### src/rtl/multicycle_controller.sv
`default_nettype none
// +----------------------------------------------------------------------------+
// | Module      : multicycle_controller                                        |
// | Description : Multi-cycle RV32I control FSM. Sequences fetch, decode,      |
// |               execute, memory and writeback over a shared ALU and memory   |
// |               port. Handles memory wait states with a timeout, resolves    |
// |               branch conditions, counts retired instructions and traps on  |
// |               fatal conditions.                                            |
// | Options     : define MC_ILLEGAL_TRAP_EN to trap on unsupported opcodes and |
// |               reserved branch funct3 encodings.                            |
// | Revision    : 1.0 - initial release                                        |
// +----------------------------------------------------------------------------+
module multicycle_controller #(
  parameter int CNT_W    = 32,
  parameter int MAX_WAIT = 15
) (
  input  logic             clk,
  input  logic             rst_n,
  input  logic [6:0]       op_i,
  input  logic [2:0]       funct3_i,
  input  logic             Zero_i,
  input  logic             ALUR31_i,
  input  logic             sltu_i,
  input  logic             mem_ready_i,
  output logic             mem_req_o,
  output logic             PCWrite_o,
  output logic             AdrSrc_o,
  output logic             IRWrite_o,
  output logic             MemWrite_o,
  output logic             RegWrite_o,
  output logic [1:0]       ResultSrc_o,
  output logic [1:0]       ALUSrcA_o,
  output logic [1:0]       ALUSrcB_o,
  output logic [1:0]       ALUOp_o,
  output logic [2:0]       ImmSrc_o,
  output logic             halted_o,
  output logic [1:0]       trap_cause_o,
  output logic [CNT_W-1:0] instret_o
);

  // Opcodes understood by the controller
  localparam logic [6:0] c_OP_LOAD   = 7'b0000011;
  localparam logic [6:0] c_OP_STORE  = 7'b0100011;
  localparam logic [6:0] c_OP_RTYPE  = 7'b0110011;
  localparam logic [6:0] c_OP_ITYPE  = 7'b0010011;
  localparam logic [6:0] c_OP_BRANCH = 7'b1100011;
  localparam logic [6:0] c_OP_JAL    = 7'b1101111;
  localparam logic [6:0] c_OP_JALR   = 7'b1100111;
  localparam logic [6:0] c_OP_LUI    = 7'b0110111;
  localparam logic [6:0] c_OP_AUIPC  = 7'b0010111;

  // FSM state encoding
  localparam logic [3:0] c_S_FETCH    = 4'd0;
  localparam logic [3:0] c_S_DECODE   = 4'd1;
  localparam logic [3:0] c_S_MEMADR   = 4'd2;
  localparam logic [3:0] c_S_MEMREAD  = 4'd3;
  localparam logic [3:0] c_S_MEMWRITE = 4'd4;
  localparam logic [3:0] c_S_MEMWB    = 4'd5;
  localparam logic [3:0] c_S_EXECR    = 4'd6;
  localparam logic [3:0] c_S_EXECI    = 4'd7;
  localparam logic [3:0] c_S_ALUWB    = 4'd8;
  localparam logic [3:0] c_S_BRANCH   = 4'd9;
  localparam logic [3:0] c_S_JAL      = 4'd10;
  localparam logic [3:0] c_S_JALR1    = 4'd11;
  localparam logic [3:0] c_S_JALR2    = 4'd12;
  localparam logic [3:0] c_S_UPPER    = 4'd13;
  localparam logic [3:0] c_S_TRAP     = 4'd14;

  localparam logic [1:0] c_CAUSE_NONE    = 2'b00;
  localparam logic [1:0] c_CAUSE_TIMEOUT = 2'b01;
  localparam logic [1:0] c_CAUSE_ILLEGAL = 2'b10;

`ifdef MC_ILLEGAL_TRAP_EN
  localparam logic c_ILLEGAL_TRAP = 1'b1;
`else
  localparam logic c_ILLEGAL_TRAP = 1'b0;
`endif

  // Wait counter only needs to reach MAX_WAIT; MAX_WAIT = 0 disables it
  localparam int                  c_WAIT_W     = (MAX_WAIT > 0) ? $clog2(MAX_WAIT + 1) : 1;
  localparam logic                c_TIMEOUT_EN = (MAX_WAIT > 0);
  localparam logic [c_WAIT_W-1:0] c_WAIT_MAX   = c_WAIT_W'(MAX_WAIT);

  logic [3:0]          state_q, state_d;
  logic [c_WAIT_W-1:0] wait_q, wait_d;
  logic [1:0]          cause_q, cause_d;
  logic [CNT_W-1:0]    instret_q, instret_d;

  logic taken;
  logic timeout;
  logic retire;
  logic branch_f3_bad;
  logic mem_req_s, pcw_s, irw_s, memw_s, regw_s;

  // Branch condition resolved from funct3 and the ALU flags of the compare
  always_comb begin
    taken = 1'b0;
    case (funct3_i)
      3'b000:  taken = Zero_i;
      3'b001:  taken = ~Zero_i;
      3'b100:  taken = ALUR31_i;
      3'b101:  taken = ~ALUR31_i;
      3'b110:  taken = sltu_i;
      3'b111:  taken = ~sltu_i;
      default: taken = 1'b0;
    endcase
  end

  // Timeout fires only when the limit is already reached and the memory is still stalling
  always_comb begin
    branch_f3_bad = (funct3_i == 3'b010) || (funct3_i == 3'b011);
    timeout       = c_TIMEOUT_EN && mem_req_s && !mem_ready_i && (wait_q == c_WAIT_MAX);
  end

  // Next-state logic, including trap entry and cause capture
  always_comb begin
    state_d = state_q;
    cause_d = cause_q;
    case (state_q)
      c_S_FETCH: begin
        if (mem_ready_i) begin
          state_d = c_S_DECODE;
        end else if (timeout) begin
          state_d = c_S_TRAP;
          cause_d = c_CAUSE_TIMEOUT;
        end
      end
      c_S_DECODE: begin
        case (op_i)
          c_OP_LOAD, c_OP_STORE: state_d = c_S_MEMADR;
          c_OP_RTYPE:            state_d = c_S_EXECR;
          c_OP_ITYPE:            state_d = c_S_EXECI;
          c_OP_JAL:              state_d = c_S_JAL;
          c_OP_JALR:             state_d = c_S_JALR1;
          c_OP_LUI, c_OP_AUIPC:  state_d = c_S_UPPER;
          c_OP_BRANCH: begin
            if (c_ILLEGAL_TRAP && branch_f3_bad) begin
              state_d = c_S_TRAP;
              cause_d = c_CAUSE_ILLEGAL;
            end else begin
              state_d = c_S_BRANCH;
            end
          end
          default: begin
            // Unsupported opcode: trap, or retire it as a no-op
            if (c_ILLEGAL_TRAP) begin
              state_d = c_S_TRAP;
              cause_d = c_CAUSE_ILLEGAL;
            end else begin
              state_d = c_S_FETCH;
            end
          end
        endcase
      end
      c_S_MEMADR:   state_d = op_i[5] ? c_S_MEMWRITE : c_S_MEMREAD;
      c_S_MEMREAD: begin
        if (mem_ready_i) begin
          state_d = c_S_MEMWB;
        end else if (timeout) begin
          state_d = c_S_TRAP;
          cause_d = c_CAUSE_TIMEOUT;
        end
      end
      c_S_MEMWRITE: begin
        if (mem_ready_i) begin
          state_d = c_S_FETCH;
        end else if (timeout) begin
          state_d = c_S_TRAP;
          cause_d = c_CAUSE_TIMEOUT;
        end
      end
      c_S_EXECR, c_S_EXECI, c_S_JAL, c_S_JALR2: state_d = c_S_ALUWB;
      c_S_JALR1:                                state_d = c_S_JALR2;
      c_S_MEMWB, c_S_ALUWB, c_S_BRANCH, c_S_UPPER: state_d = c_S_FETCH;
      c_S_TRAP:                                 state_d = c_S_TRAP;
      default:                                  state_d = c_S_FETCH;
    endcase
  end

  // Wait counter and retire counter next values
  always_comb begin
    wait_d = wait_q;
    if (state_d != state_q) begin
      wait_d = '0;
    end else if (c_TIMEOUT_EN && mem_req_s && !mem_ready_i && (wait_q != c_WAIT_MAX)) begin
      wait_d = wait_q + 1'b1;
    end
    retire    = (state_q != c_S_FETCH) && (state_d == c_S_FETCH);
    instret_d = instret_q;
    if (retire) begin
      instret_d = instret_q + 1'b1;
    end
  end

  // State, wait counter, trap cause and retire counter registers
  always_ff @(posedge clk or negedge rst_n) begin
    if (!rst_n) begin
      state_q   <= c_S_FETCH;
      wait_q    <= '0;
      cause_q   <= c_CAUSE_NONE;
      instret_q <= '0;
    end else begin
      state_q   <= state_d;
      wait_q    <= wait_d;
      cause_q   <= cause_d;
      instret_q <= instret_d;
    end
  end

  // Moore output decode plus the few same-cycle terms (ready gating, taken, UPPER result select)
  always_comb begin
    mem_req_s   = 1'b0;
    pcw_s       = 1'b0;
    AdrSrc_o    = 1'b0;
    irw_s       = 1'b0;
    memw_s      = 1'b0;
    regw_s      = 1'b0;
    ResultSrc_o = 2'b00;
    ALUSrcA_o   = 2'b00;
    ALUSrcB_o   = 2'b00;
    ALUOp_o     = 2'b00;
    case (state_q)
      c_S_FETCH: begin
        mem_req_s   = 1'b1;
        ALUSrcB_o   = 2'b10;
        ResultSrc_o = 2'b10;
        irw_s       = mem_ready_i;
        pcw_s       = mem_ready_i;
      end
      c_S_DECODE: begin
        ALUSrcA_o = 2'b01;
        ALUSrcB_o = 2'b01;
      end
      c_S_MEMADR: begin
        ALUSrcA_o = 2'b10;
        ALUSrcB_o = 2'b01;
      end
      c_S_MEMREAD: begin
        mem_req_s = 1'b1;
        AdrSrc_o  = 1'b1;
      end
      c_S_MEMWRITE: begin
        mem_req_s = 1'b1;
        AdrSrc_o  = 1'b1;
        memw_s    = mem_ready_i;
      end
      c_S_MEMWB: begin
        ResultSrc_o = 2'b01;
        regw_s      = 1'b1;
      end
      c_S_EXECR: begin
        ALUSrcA_o = 2'b10;
        ALUOp_o   = 2'b10;
      end
      c_S_EXECI: begin
        ALUSrcA_o = 2'b10;
        ALUSrcB_o = 2'b01;
        ALUOp_o   = 2'b10;
      end
      c_S_ALUWB: regw_s = 1'b1;
      c_S_BRANCH: begin
        ALUSrcA_o = 2'b10;
        ALUOp_o   = 2'b01;
        pcw_s     = taken;
      end
      c_S_JAL, c_S_JALR2: begin
        ALUSrcA_o = 2'b01;
        ALUSrcB_o = 2'b10;
        pcw_s     = 1'b1;
      end
      c_S_JALR1: begin
        ALUSrcA_o = 2'b10;
        ALUSrcB_o = 2'b01;
      end
      c_S_UPPER: begin
        regw_s      = 1'b1;
        ResultSrc_o = op_i[5] ? 2'b11 : 2'b00;
      end
      default: begin
        // TRAP: everything stays at its inactive value
      end
    endcase
  end

  // Immediate format follows the opcode in every state
  always_comb begin
    case (op_i)
      c_OP_STORE:           ImmSrc_o = 3'b001;
      c_OP_BRANCH:          ImmSrc_o = 3'b010;
      c_OP_JAL:             ImmSrc_o = 3'b011;
      c_OP_LUI, c_OP_AUIPC: ImmSrc_o = 3'b100;
      default:              ImmSrc_o = 3'b000;
    endcase
  end

  // Strobes are held inactive while reset is asserted
  always_comb begin
    mem_req_o    = mem_req_s & rst_n;
    PCWrite_o    = pcw_s & rst_n;
    IRWrite_o    = irw_s & rst_n;
    MemWrite_o   = memw_s & rst_n;
    RegWrite_o   = regw_s & rst_n;
    halted_o     = (state_q == c_S_TRAP);
    trap_cause_o = cause_q;
    instret_o    = instret_q;
  end

endmodule
`default_nettype wire

### config.mk
export PLATFORM = sky130hd
export DESIGN_NAME = multicycle_controller
export DESIGN_NICKNAME = d
export VERILOG_FILES = /design/src/rtl/multicycle_controller.sv
export SDC_FILE = /design/constraint.sdc
export NUM_CORES = 1
export LEC_CHECK = 0
export ABC_AREA = 1
export CAP_MARGIN = 10
export CORE_UTILIZATION = 25
export CTS_CLUSTER_SIZE = 24
export DETAILED_ROUTE_END_ITERATION = 10
export HOLD_SLACK_MARGIN = 0.12
export PLACE_DENSITY = 0.43
export RECOVER_POWER = 25
export SLEW_MARGIN = 20
export SYNTH_ARGS = -nofsm -noshare
export SYNTH_HDL_FRONTEND = slang
export SYNTH_SLANG_ARGS = --single-unit
export TNS_END_PERCENT = 100
### constraint.sdc
create_clock -name clk -period 1.9 [get_ports clk]
set_input_delay 0.285 -clock clk [delete_from_list [all_inputs] [get_ports clk]]
set_output_delay 0.285 -clock clk [all_outputs]
set_load 0.1 [all_outputs]
==> metrics.cfg <==
[setup_path]
path_cells=nor2_4 -> buf_4 -> buf_6 -> nand2_2 -> o22ai_1 -> nor2_1 -> nand3_2 -> inv_2 -> nand3_4 -> clkbuf_16 -> nand2_2 -> nand2_1
path_common_cell=nand2_2
reg2reg_from=state_q[3]
endpoint_kind=flop
crit_buf_inv=4
arrival_ns=2.19
crit_required_ns=2.07
cpPeakStageDelay_ns=0.46
crit_family=simple AND/OR/NAND/NOR gates
crit_slowest_cell=dfrtp_2
critPathLaunch=state_q[3]
worst_setup_path_start_kind=flop
critPathKind=flop to flop
crit_fanout=7

[timing]
setup_viol=35
slew-limit-headroom_pct=36.1
timing.final.crit_share_pct=106
setup_slack_ns=-0.116
fmax_mhz=496
finalClockSkew_ns=0.00304
finalCriticalPeriod_ns=2.02
worst_slew_pin_slew_ns=0.959
slew_violations=0
rsz0062_at_grt=true
setup_tns_ns=-3.23
hold_violations=0

[run_status]
violations=setup timing
outcome=complete, but fails checks

[clock_network]
clock_latency_ns=0.28
numCtsBuffers=5
cts_num_sinks=41
cts.clk_slew.worst_paths_ns=0.06
cts_max_path_buffers=2
cts.htree.levels=2
cts_root_buf=clkbuf_16
tritoncts=built

[power_and_ir_drop]
combPwrFrac_pct=7.1
vdd_drop_max_mv=0.323
power_frac_seq_pct=46.8
clkPwrFrac_pct=46.1
intPower_mw=1.45
p_sw_mw=0.414
powerDensity_nw_per_um2=328
total_power_mw=1.87
switching_share_pct=22.2
leakage_nw=2.71

[global_routing]
grt_use_total_pct=16.7
grt_pass1_vias=3511
antenna_found_initial=0
grt_pass1_wl_mm=17.3
grt-ovfl-total=0
grt_max_degree=33

[die]
core_um2=12100
dieHeight_um=114
die-area_um2=12900
die_w_um=114
ios=68
start_util_pct=25.8
num_rows=40

[place]
gp_congestion=0.900
numPortBuffers=66
placedInstanceArea_um2=5020
post-dp-hpwl_mm=7.97

[final_layout]
antenna-diode-count=0
final_cell_area_um2=5680
fillers=1196
final_nets=630
syn_to_final_growth_pct=82.5
post-route-util_pct=47.1
drive_gt1_share_pct=42.7

[route]
via_per_inst=4.63
routed_wl_mm=10.8
drt_first_pass_iters=5
postRouteAntennaNets=0
drc=0
drt_iter0_markers=171
vias=3613
wire_per_inst_um=13.9

[yosys]
ys_ff_latch=41
synthTopCellsByArea=dfrtp_1, nand2_1, nand4_1
ys_seq_area_share_pct=33.0
synth_top_area_cell=dfrtp_1
ys_warn_count=0
avgSynthCellArea_um2=6.81
syn_nets=475
ys_types=33
syn_inst=457
synthesis.area_um2=3110
synth_top_area_share_pct=33.0

[min_path]
min_path_type=flop to flop
hp-start=trap_cause_o[0]

[job]
drv_cap=0

==> metrics by stage <==
stage               hold WS, ns  cells  worst slack [ns]
floorplan               -0.0106    457            -0.474
global placement          0.372    751            -0.380
detailed placement        0.367    751            -0.400
CTS                       0.475    768            -0.105
global route              0.532    781            -0.214
finish                    0.465    781            -0.116
==> kinds of logic (layout without fill, tap and decap cells) <==
logic type | after synthesis | in the layout | synth area share (%)
AO/OA/AOI/OAI | 19 | 19 | 3.62
XOR/XNOR | 33 | 33 | 9.28
adder cells (fa/ha/maj) | 2 | 2 | 0.804
buffers and inverters | 56 | 212 | 8.16
flip-flops | 41 | 41 | 33.0
multiplexers | 1 | 1 | 0.322
other | 1 | 1 | 0.120
AND/OR/NAND/NOR | 304 | 304 | 44.7
==> worst paths after layout <==
| check | cells after the start | slack [ns] | to |
|---|---|---|---|
| worst max-delay path | 12 | -0.12 | instret_o[29] |
| worst min-delay path | 2 | 0.47 | trap_cause_o[0] |
| worst max register to register | 12 | -0.12 | instret_o[29] |
| worst min register to register | 2 | 0.47 | trap_cause_o[0] |
| max in group asynchronous | 3 | 0.23 | instret_o[17] |
| min in group asynchronous | 3 | 0.89 | trap_cause_o[0] |
==> flip-flops by register name (all words and copies together) (netlist names) <==
| name | cells |
|---|---|
| trap_cause_o | 1 |
| state_q | 4 |
| instret_o | 32 |
| wait_q | 4 |
==> cell usage in the layout (no fill, tap or decap), types with 14 or more instances in the layout <==
cell     instances
nand2_1        120
buf_4           86
nand4_1         47
buf_12          47
nor2_1          41
nand2_2         32
dfrtp_1         30
inv_1           21
xor2_1          19
inv_2           16
nand3_1         16
xnor2_1         14
==> worst reg2reg max path, stage by stage, from the launching register on <==
cell and delay, ns:
dfrtp_2 0.46, nor2_4 0.08, buf_4 0.14, buf_6 0.11
nand2_2 0.09, o22ai_1 0.07, nor2_1 0.21, nand3_2 0.13
inv_2 0.12, nand3_4 0.17, clkbuf_16 0.23, nand2_2 0.05
nand2_1 0.04
==> routing by layer <==
layer	GRT usage, %	share of wire (%)
met1	23.0	46
met2	27.0	48
met3	3.03	4.1
met4	3.86	1.1
met5	0	0
==> power by group through the flow <==
stage / clock [mW] / combinational (mW) / sequential (mW)
final: 0.860 / 0.132 / 0.873
after global routing: 0.919 / 0.147 / 0.872
after CTS: 0.880 / 0.136 / 0.873
after detailed placement: 0 / 0.129 / 0.889
after global placement: 0 / 0.128 / 0.889
after floorplan: 0 / 0.0455 / 0.889
==> cells in the mapped netlist (all sizes together) <==
master	instances
or2	1
xnor2	14
nand3	27
xor2	19
conb	1
o22ai	1
o21bai	1
dfrtp	41
a21boi	1
nor3	14
nand2	161
nor2	53
o31ai	2
nor3b	1
nand4	47
inv	40
clkbuf	2
mux2i	1
a21oi	5
ha	2
buf	14
o211ai	1
o21ai	8
==> area by class of cell <==
cell class	instances	area [µm²]	share of cell area, %
Multi-Input combinational cell	360	2190	38.6
Timing Repair Buffer	164	1940	34.1
Sequential cell	41	1040	18.3
Tap cell	168	210	3.70
Inverter	40	158	2.78
Clock buffer	8	146	2.58
==> timing repair <==
action	in CTS	in global routing
hold buffers	1	0
hold endpoints to repair	41	0
gates resized for setup	55	54
setup buffers	10	11
setup endpoints to repair	45	47
gates cloned	0	3
pin swaps	21	24
Note: power is estimated with default switching activity, not from simulation.
